<file path="src/rtl/delay_pkg.sv">
// delay_line shared types and constants.
// Parity helper is used only when DELAY_LINE_PARITY_EN is defined.
package delay_pkg;

  localparam int DL_WIDTH     = 32;
  localparam int DL_MAX_DEPTH = 8;
  localparam int DL_PAR_MAXW  = 1024;

  typedef enum logic [1:0] {
    IDLE  = 2'd0,
    RUN   = 2'd1,
    DRAIN = 2'd2
  } dl_state_e;

  // Even-parity bit: data plus this bit carries an even count of ones.
  function automatic logic even_par(
    input logic [DL_PAR_MAXW-1:0] d
  );
    return ^d;
  endfunction

endpackage

</file>
<file path="src/rtl/delay_stage.sv">
// delay_stage: one {valid, data} register of the delay line.
// Flush clears only the valid; data moves only on advance.
module delay_stage
  import delay_pkg::*;
#(
  parameter int DW = DL_WIDTH
) (
  input  logic          clk,
  input  logic          rst_n,
  input  logic          en,
  input  logic          flush,
  input  logic          valid_i,
  input  logic [DW-1:0] data_i,
  output logic          valid_o,
  output logic [DW-1:0] data_o
);

  logic          valid_q;
  logic [DW-1:0] data_q;

  // Stage register: flush beats en, en loads the upstream beat.
  always_ff @(posedge clk or negedge rst_n) begin
    if (!rst_n) begin
      valid_q <= 1'b0;
      data_q  <= '0;
    end else if (flush) begin
      valid_q <= 1'b0;
    end else if (en) begin
      valid_q <= valid_i;
      data_q  <= data_i;
    end
  end

  assign valid_o = valid_q;
  assign data_o  = data_q;

endmodule

</file>
<file path="src/rtl/delay_line.sv">
// delay_line: valid-tagged delay of 1..MAX_DEPTH cycles with stall/flush.
// Optional per-stage parity with par_err output: DELAY_LINE_PARITY_EN.
module delay_line
  import delay_pkg::*;
#(
  parameter int WIDTH     = DL_WIDTH,
  parameter int MAX_DEPTH = DL_MAX_DEPTH,
  parameter int SEL_W     = $clog2(MAX_DEPTH + 1)
) (
  input  logic             clk,
  input  logic             rst_n,
  input  logic             en,
  input  logic             flush,
  input  logic [SEL_W-1:0] dly_sel,
  input  logic             in_valid,
  input  logic [WIDTH-1:0] in_data,
  output logic             out_valid,
  output logic [WIDTH-1:0] out_data,
  output logic [SEL_W-1:0] occupancy,
  output logic             busy,
`ifdef DELAY_LINE_PARITY_EN
  output logic             par_err,
`endif
  output logic             cfg_err
);

`ifdef DELAY_LINE_PARITY_EN
  localparam int PW = 1;
`else
  localparam int PW = 0;
`endif
  localparam int DW = WIDTH + PW;
  localparam logic [SEL_W-1:0] MAXD = SEL_W'(MAX_DEPTH);
  localparam logic [SEL_W-1:0] ONE  = SEL_W'(1);

  dl_state_e        state_q, state_d;
  logic [SEL_W-1:0] dly_q, dly_d;
  logic [SEL_W-1:0] pend_q, pend_d;
  logic [SEL_W-1:0] occ_q, occ_d;
  logic             cfg_err_q, cfg_err_d;

  logic                 legal;
  logic                 chg;
  logic                 acc;
  logic                 leave;
  logic [MAX_DEPTH-1:0] sv;
  logic [MAX_DEPTH-1:0] svin;
  logic [DW-1:0]        sd   [MAX_DEPTH];
  logic [DW-1:0]        sdin [MAX_DEPTH];
  logic [DW-1:0]        din0;
  logic [DW-1:0]        out_word;

  assign legal = (dly_sel != '0) && (dly_sel <= MAXD);
  assign chg   = legal && (dly_sel != dly_q);
  assign acc   = en && in_valid && !flush && (state_q != DRAIN);
  assign leave = en && out_valid && !flush;

`ifdef DELAY_LINE_PARITY_EN
  assign din0 = {even_par(DL_PAR_MAXW'(in_data)), in_data};
`else
  assign din0 = in_data;
`endif

  // Beats past the active tap lose their valid so a later, longer
  // delay cannot resurrect them.
  for (genvar i = 0; i < MAX_DEPTH; i++) begin : g_stg
    if (i == 0) begin : g_head
      assign svin[i] = in_valid && (state_q != DRAIN);
      assign sdin[i] = din0;
    end else begin : g_body
      assign svin[i] = sv[i-1] && (SEL_W'(i) < dly_q);
      assign sdin[i] = sd[i-1];
    end

    delay_stage #(
      .DW(DW)
    ) u_stg (
      .clk     (clk),
      .rst_n   (rst_n),
      .en      (en),
      .flush   (flush),
      .valid_i (svin[i]),
      .data_i  (sdin[i]),
      .valid_o (sv[i]),
      .data_o  (sd[i])
    );
  end

  // Control state: FSM, active/pending delay, count, sticky error.
  always_ff @(posedge clk or negedge rst_n) begin
    if (!rst_n) begin
      state_q   <= IDLE;
      dly_q     <= MAXD;
      pend_q    <= MAXD;
      occ_q     <= '0;
      cfg_err_q <= 1'b0;
    end else begin
      state_q   <= state_d;
      dly_q     <= dly_d;
      pend_q    <= pend_d;
      occ_q     <= occ_d;
      cfg_err_q <= cfg_err_d;
    end
  end

  // Next state: delay changes only land while the line is empty.
  always_comb begin
    state_d   = state_q;
    dly_d     = dly_q;
    pend_d    = pend_q;
    occ_d     = occ_q;
    cfg_err_d = cfg_err_q | ~legal;

    if (flush) begin
      occ_d = '0;
    end else if (acc && !leave) begin
      occ_d = occ_q + ONE;
    end else if (!acc && leave) begin
      occ_d = occ_q - ONE;
    end

    if (flush) begin
      state_d = IDLE;
      if (state_q == DRAIN) begin
        dly_d = pend_q;
      end
    end else begin
      unique case (state_q)
        IDLE: begin
          if (chg) begin
            dly_d = dly_sel;
          end
          if (acc) begin
            state_d = RUN;
          end
        end
        RUN: begin
          if (occ_d == '0) begin
            state_d = IDLE;
          end else if (chg) begin
            pend_d  = dly_sel;
            state_d = DRAIN;
          end
        end
        DRAIN: begin
          if (legal) begin
            pend_d = dly_sel;
          end
          if (occ_d == '0) begin
            dly_d   = pend_d;
            state_d = IDLE;
          end
        end
        default: state_d = IDLE;
      endcase
    end
  end

  // Outputs: tap at stage dly_q-1, plus derived status.
  always_comb begin
    out_valid = 1'b0;
    out_word  = '0;
    for (int i = 0; i < MAX_DEPTH; i++) begin
      if (SEL_W'(i + 1) == dly_q) begin
        out_valid = sv[i];
        out_word  = sd[i];
      end
    end
  end

  assign out_data  = out_word[WIDTH-1:0];
  assign occupancy = occ_q;
  assign busy      = (occ_q != '0);
  assign cfg_err   = cfg_err_q;

`ifdef DELAY_LINE_PARITY_EN
  logic par_err_q;
  logic par_bad;

  assign par_bad = even_par(DL_PAR_MAXW'(out_data)) != out_word[DW-1];

  // Parity flag: one pulse as a corrupted beat leaves the tap.
  always_ff @(posedge clk or negedge rst_n) begin
    if (!rst_n) begin
      par_err_q <= 1'b0;
    end else begin
      par_err_q <= out_valid && en && !flush && par_bad;
    end
  end

  assign par_err = par_err_q;
`endif

endmodule

</file>
<file path="config.mk">
export PLATFORM = sky130hd
export DESIGN_NAME = delay_line
export DESIGN_NICKNAME = d
export VERILOG_FILES = /design/src/rtl/delay_pkg.sv /design/src/rtl/delay_stage.sv /design/src/rtl/delay_line.sv
export SDC_FILE = /design/constraint.sdc
export NUM_CORES = 1
export LEC_CHECK = 0
export ABC_AREA = 0
export CAP_MARGIN = 20
export CORE_MARGIN = 1.5
export CORE_UTILIZATION = 50
export CTS_BUF_LIST = sky130_fd_sc_hd__clkbuf_16
export DETAILED_ROUTE_END_ITERATION = 16
export GPL_ROUTABILITY_DRIVEN = 0
export GPL_TIMING_DRIVEN = 0
export PLACE_DENSITY = 0.75
export SYNTH_ARGS = -nofsm -noshare
export SYNTH_HDL_FRONTEND = slang
export SYNTH_SLANG_ARGS = --single-unit
</file>
<file path="constraint.sdc">
create_clock -name clk -period 3.1 [get_ports clk]
set_input_delay 0.465 -clock clk [delete_from_list [all_inputs] [get_ports clk]]
set_output_delay 0.465 -clock clk [all_outputs]
set_load 0.02 [all_outputs]
</file>
Yosys cells after proc, flatten, opt, wreduce, memory -nomap -nowiden
Cells that the tools add are included.
- $lt $le $gt $ge: 8
- bitwise gates (word level): 3
- multiplexer cells: 49
- eq/ne operators: 19
- add/sub/neg operators: 2
- reduce and logical (&&, ||, !) cells: 31
- operator list (operator ; count):
    32-bit 2-to-1 mux ; 8
    4-bit 2-to-1 mux ; 9
    1-bit 2-to-1 mux ; 24
    1-bit logical AND ; 17
    3-bit by 4-bit equality test with 1-bit output, first input constant ; 4
    3-bit by 4-bit < comparator with 1-bit output, first input constant ; 4
    4-bit one-hot mux with 2 select lines ; 2
    2-bit 2-to-1 mux ; 5
    2-bit by 4-bit equality test with 1-bit output, first input constant ; 2
    2-bit by 4-bit < comparator with 1-bit output, first input constant ; 2
    4-bit AND reduction ; 2
    4-bit nonzero test ; 2
    2-bit != test, second input constant ; 3
    3-bit != test, second input constant ; 2
    2-bit one-hot mux with 3 select lines ; 1
    2-bit nonzero test ; 3
    4-bit by 1-bit adder with 4-bit output, second input constant ; 1
    1-bit by 4-bit equality test with 1-bit output, first input constant ; 1
    4-bit equality test, first input constant ; 1
    4-bit less-or-equal comparator, second input constant ; 1
    4-bit logical NOT ; 1
    1-bit by 4-bit < comparator with 1-bit output, first input constant ; 1
    4-bit != test ; 1
    4-bit != test, second input constant ; 1
    11 further kinds ; 14
- word-level logic and storage cells: 133
- bits of input ports: 41
- bits in registers: 279
- output and inout port bits: 39

Depth between registers and ports, before layout
- depth in word-level cells: 19
- depth in mapped cells: 11
- mapped depth without buffers: 9

Modules after synthesis
Synthesis repeated with hierarchy kept, for this count alone.
- cells, all modules: 1078
- area total of the unflattened synthesis: 14251.2 um2
- modules (own cells, without submodules) (module ; area each (um2) ; sequential area each (um2) ; cells an instance ; instances):
    delay_stage ; 1397.6 ; 825.8 ; 72 ; 8
    delay_line ; 3070.4 ; 377.9 ; 502 ; 1

Worst setup path after synthesis
Ideal clock, no wire load.
- kind: register to output
- from: reg dly_q[1]
- to: out out_data[27]
- data required time: 2.635 ns
- path slack: 0.369 ns
- stages on the path, launching flop included: 8
- buffers on the path: 3
- data arrival time: 2.266 ns
- cell sequence: dfrtp_1 clkbuf_1 clkbuf_1 buf_1 mux2i_1 o21ai_0 a222oi_1 o21ai_0
- word-level cells in the longest chain between the ends: 9
- elaborated cells between the ends (all ways): 16
- those cells by class: eq/ne (8); mux (8)
- ends and longest elaborated chain (element ; RTL line ; RTL):
    start, declared ; delay_line.sv:37 ; logic [SEL_W-1:0] dly_q, dly_d;
    start signal, assigned ; delay_line.sv:99 ; dly_q <= dly_d;
    1-bit by 4-bit equality test with 1-bit output ; delay_line.sv:164 ; if (SEL_W'(i + 1) == dly_q) begin
    32-bit 2-to-1 mux (7 in a row) ; delay_line.sv:164 ;
    32-bit 2-to-1 mux (*) ; delay_line.sv:164 ;
    end, declared ; delay_line.sv:18 ; output logic [WIDTH-1:0] out_data,
Every way passes the cells marked *; elsewhere a longest branch is shown, timed or not.

Final worst setup path
- from: reg dly_q[3]
- to: out out_data[1]
The elaborated chain is that of the path after synthesis.

==> flow_summary.toml <==
[finish]
final_cell_mix = "nand2_1 (820), dfrtp_1 (277), clkbuf_1 (66)"
final_cells = 2036
nets = 1721
num_antenna_cells = 0
final_common_cell = "nand2_1"
drive_gt1_share_pct = 11.1
final_util_pct = 60.3
area_growth_pct = 18.8

[global_route]
top_usage_layer = "met2"
met1_usage_pct = 38.3
antenna_found_initial = 0
grt_util_all_layers_pct = 28.4
overflow = 0
use_met2_pct = 45.4
use_met3_pct = 4.47
grt_start_max_net_pins = 121
grt_pass1_wl_mm = 60.1
grt_pass1_vias = 11500

[placed_design]
portBuffers = 78
hpwl_mm = 24.9
placed_cells = 1971

[logic_synthesis]
yosys.area.top_type_share_pct = 52.7
synthCells = 1556
async_flop_share_pct = 100
synth_top_area_cell = "dfrtp_1"
syn_nets = 1600
yosysUniqueCellTypes = 54
ys_seq_area_share_pct = 53.1
syn_avg_cell_area_um2 = 8.46
synth_seq_cells = 279
synth_edf_count = 0
synthFlopType = "dfrtp_1"
synth.area.top_cells = "dfrtp_1 (53%), nand2_1 (23%), mux2_2 (3.3%), o21ai_0 (2.9%), clkbuf_1 (2.8%)"
synth_warnings = 0
syn_area_mm2 = 0.0132

[critical_path]
end_kind = "primary output"
crit_arrival_ns = 2.58
required_ns = 2.63
worstReg2RegStart = "dly_q[2]"
r2r-end = "pend_q[3]"
regToRegSetupSlack_ns = 0.13
startpoint_type = "flip-flop"
ff2ff_path_depth = 11
worstSetupPathType = "flip-flop to primary output"
cp_max_fo = 10

[route]
drc_errors = 0
via_per_inst = 5.73
vias = 11700
first_pass_iters = 10
wl_per_cell_um = 18.5
antenna_left = 0
drt_wl_total_mm = 37.7
drt_iter0_drc = 1248

[cts]
cts_num_sinks = 279
cts_root_buf = "clkbuf_16"
htreeDepth = 1
clockBufferDepth = 3
cts_buffers = 30
cts_tree = "done"
clk_latency_ns = 0.58
clk_pin_slew_worst_paths_ns = 0.06

[timing]
skew_ns = 0.0148
holdWs_ns = 0.411
worst_pin_slew_ns = 0.715
period_minus_slack_ns = 3.05
fmax_mhz = 328
setup_viol = 0
relSlewSlack_pct = 52.3
finalMaxSlewViolations = 0
final_hold_viol_count = 0
period_share_pct = 98.3

[floorplan]
core-area_mm2 = 0.0259
rows = 59
die_w_um = 165
dieArea_mm2 = 0.0273
ios = 80
start_util_pct = 50.8
die_y_um = 165

[worst_hold_path]
hp-start = "in_data[19]"
min_path_cells = 3
worstHoldEndpoint = "g_stg[0].u_stg.data_o[19]"
hp-class = "primary input to flip-flop"

[pwr]
power.total_mw = 11.7
p_leak_nw = 7.99
powerDensity_mw_per_mm2 = 749
ir_drop_mv = 0.507

[flow_run]
cap_violations = 0

[status]
status = "finished clean"
-- cells by family after synthesis --
family	count (synthesis)	synth area share (%)
AO/OA/AOI/OAI	186	9.79
XOR/XNOR	7	0.466
adder cells (fa/ha/maj)	3	0.285
buffers and inverters	117	3.48
flip-flops	279	53.1
multiplexers	71	5.76
AND/OR/NAND/NOR	893	27.1
-- synthesized netlist by cell type, types with 2 or more instances --
cell       count
nand2_1      820
dfrtp_1      277
clkbuf_1      97
o21ai_0       75
mux2_2        38
mux2i_1       33
a22oi_1       32
a222oi_1      31
a21oi_1       19
nand2b_1      11
inv_1         10
nand3_1       10
nor2_1        10
nor2b_1        8
nor3_1         8
a21o_1         5
buf_1          5
nand3b_1       4
o221ai_2       4
o311ai_1       4
xnor2_1        4
a2bb2oi_1      3
buf_2          3
ha_1           3
o211ai_1       3
xor2_1         3
a31o_2         2
and4b_1        2
buf_6          2
dfstp_2        2
nand4_1        2
nor4_4         2
o21ba_2        2
or2_2          2
-- per-layer routing --
layer,vias to the layer above,part of all wire (%)
met2,526,46
met5,-,0
li1,5327,-
met3,98,8.2
met1,5710,41
met4,0,4.1
-- power breakdown --
part | switching, mW | internal [mW]
combinational | 1.98 | 1.35
clock | 1.52 | 2.02
sequential | 0.532 | 4.29
total | 4.04 | 7.66
-- per-stage QoR --
stage / cell area [um2] / worst slack (ns) / setup TNS (ns)
after floorplan: 13200 / 0.369 / 0
after global placement: 14400 / -10.54 / -2952.83
after detailed placement: 14400 / -0.887 / -28.43
after CTS: 15600 / -0.0554 / -0.0671
after global routing: 15600 / -0.00480 / -0.0134
final: 15600 / 0.0525 / 0
-- critical path: stages, from the launching register on --
cell             delay (ns)
dfstp_2                0.56
buf_6                  0.15
or2_1                  0.12
buf_6                  0.15
clkbuf_1               0.56
o21ai_1                0.19
clkdlybuf4s15_2        0.29
-- what timing repair did --
item	4_1_cts	5_1_grt
gates resized for setup	217	38
hold buffers	1	0
setup endpoints to repair	42	38
pin swaps	21	10
setup buffers	4	3
gates cloned	0	2
endpoints found under the hold margin	59	0
-- state kept, by name, summed over array words and instances, names as in the netlist --
signal / cells
cfg_err: 1
dly_q: 4
g_stg.u_stg.data_o: 256
g_stg.u_stg.valid_o: 8
occupancy: 4
pend_q: 4
state_q: 2
-- layout make-up --
class | instances | area, um2
clock buffers | 30 | 751
inverters | 10 | 37.5
well taps | 335 | 419
multi-input cells | 1160 | 5750
clock inverters | 26 | 225
plain buffers | 106 | 603
flip-flops and latches | 279 | 6980
fillers | 2173 | 10300
repair buffers | 90 | 858
-- worst max-delay path by stage --
stage	to	cells past startpoint	slack [ns]	start
floorplan	out_data[27]	7	0.37	dly_q[1]
global placement	g_stg[0].u_stg.data_o[24]	1	-10.54	rst_n
detailed placement	out_data[0]	8	-0.89	dly_q[1]
CTS	out_data[2]	9	-0.06	dly_q[0]
global route	out_data[16]	7	-0.005	dly_q[1]
finish	out_data[1]	6	0.05	dly_q[3]
No activity file was read; power rests on OpenSTA's default activity.
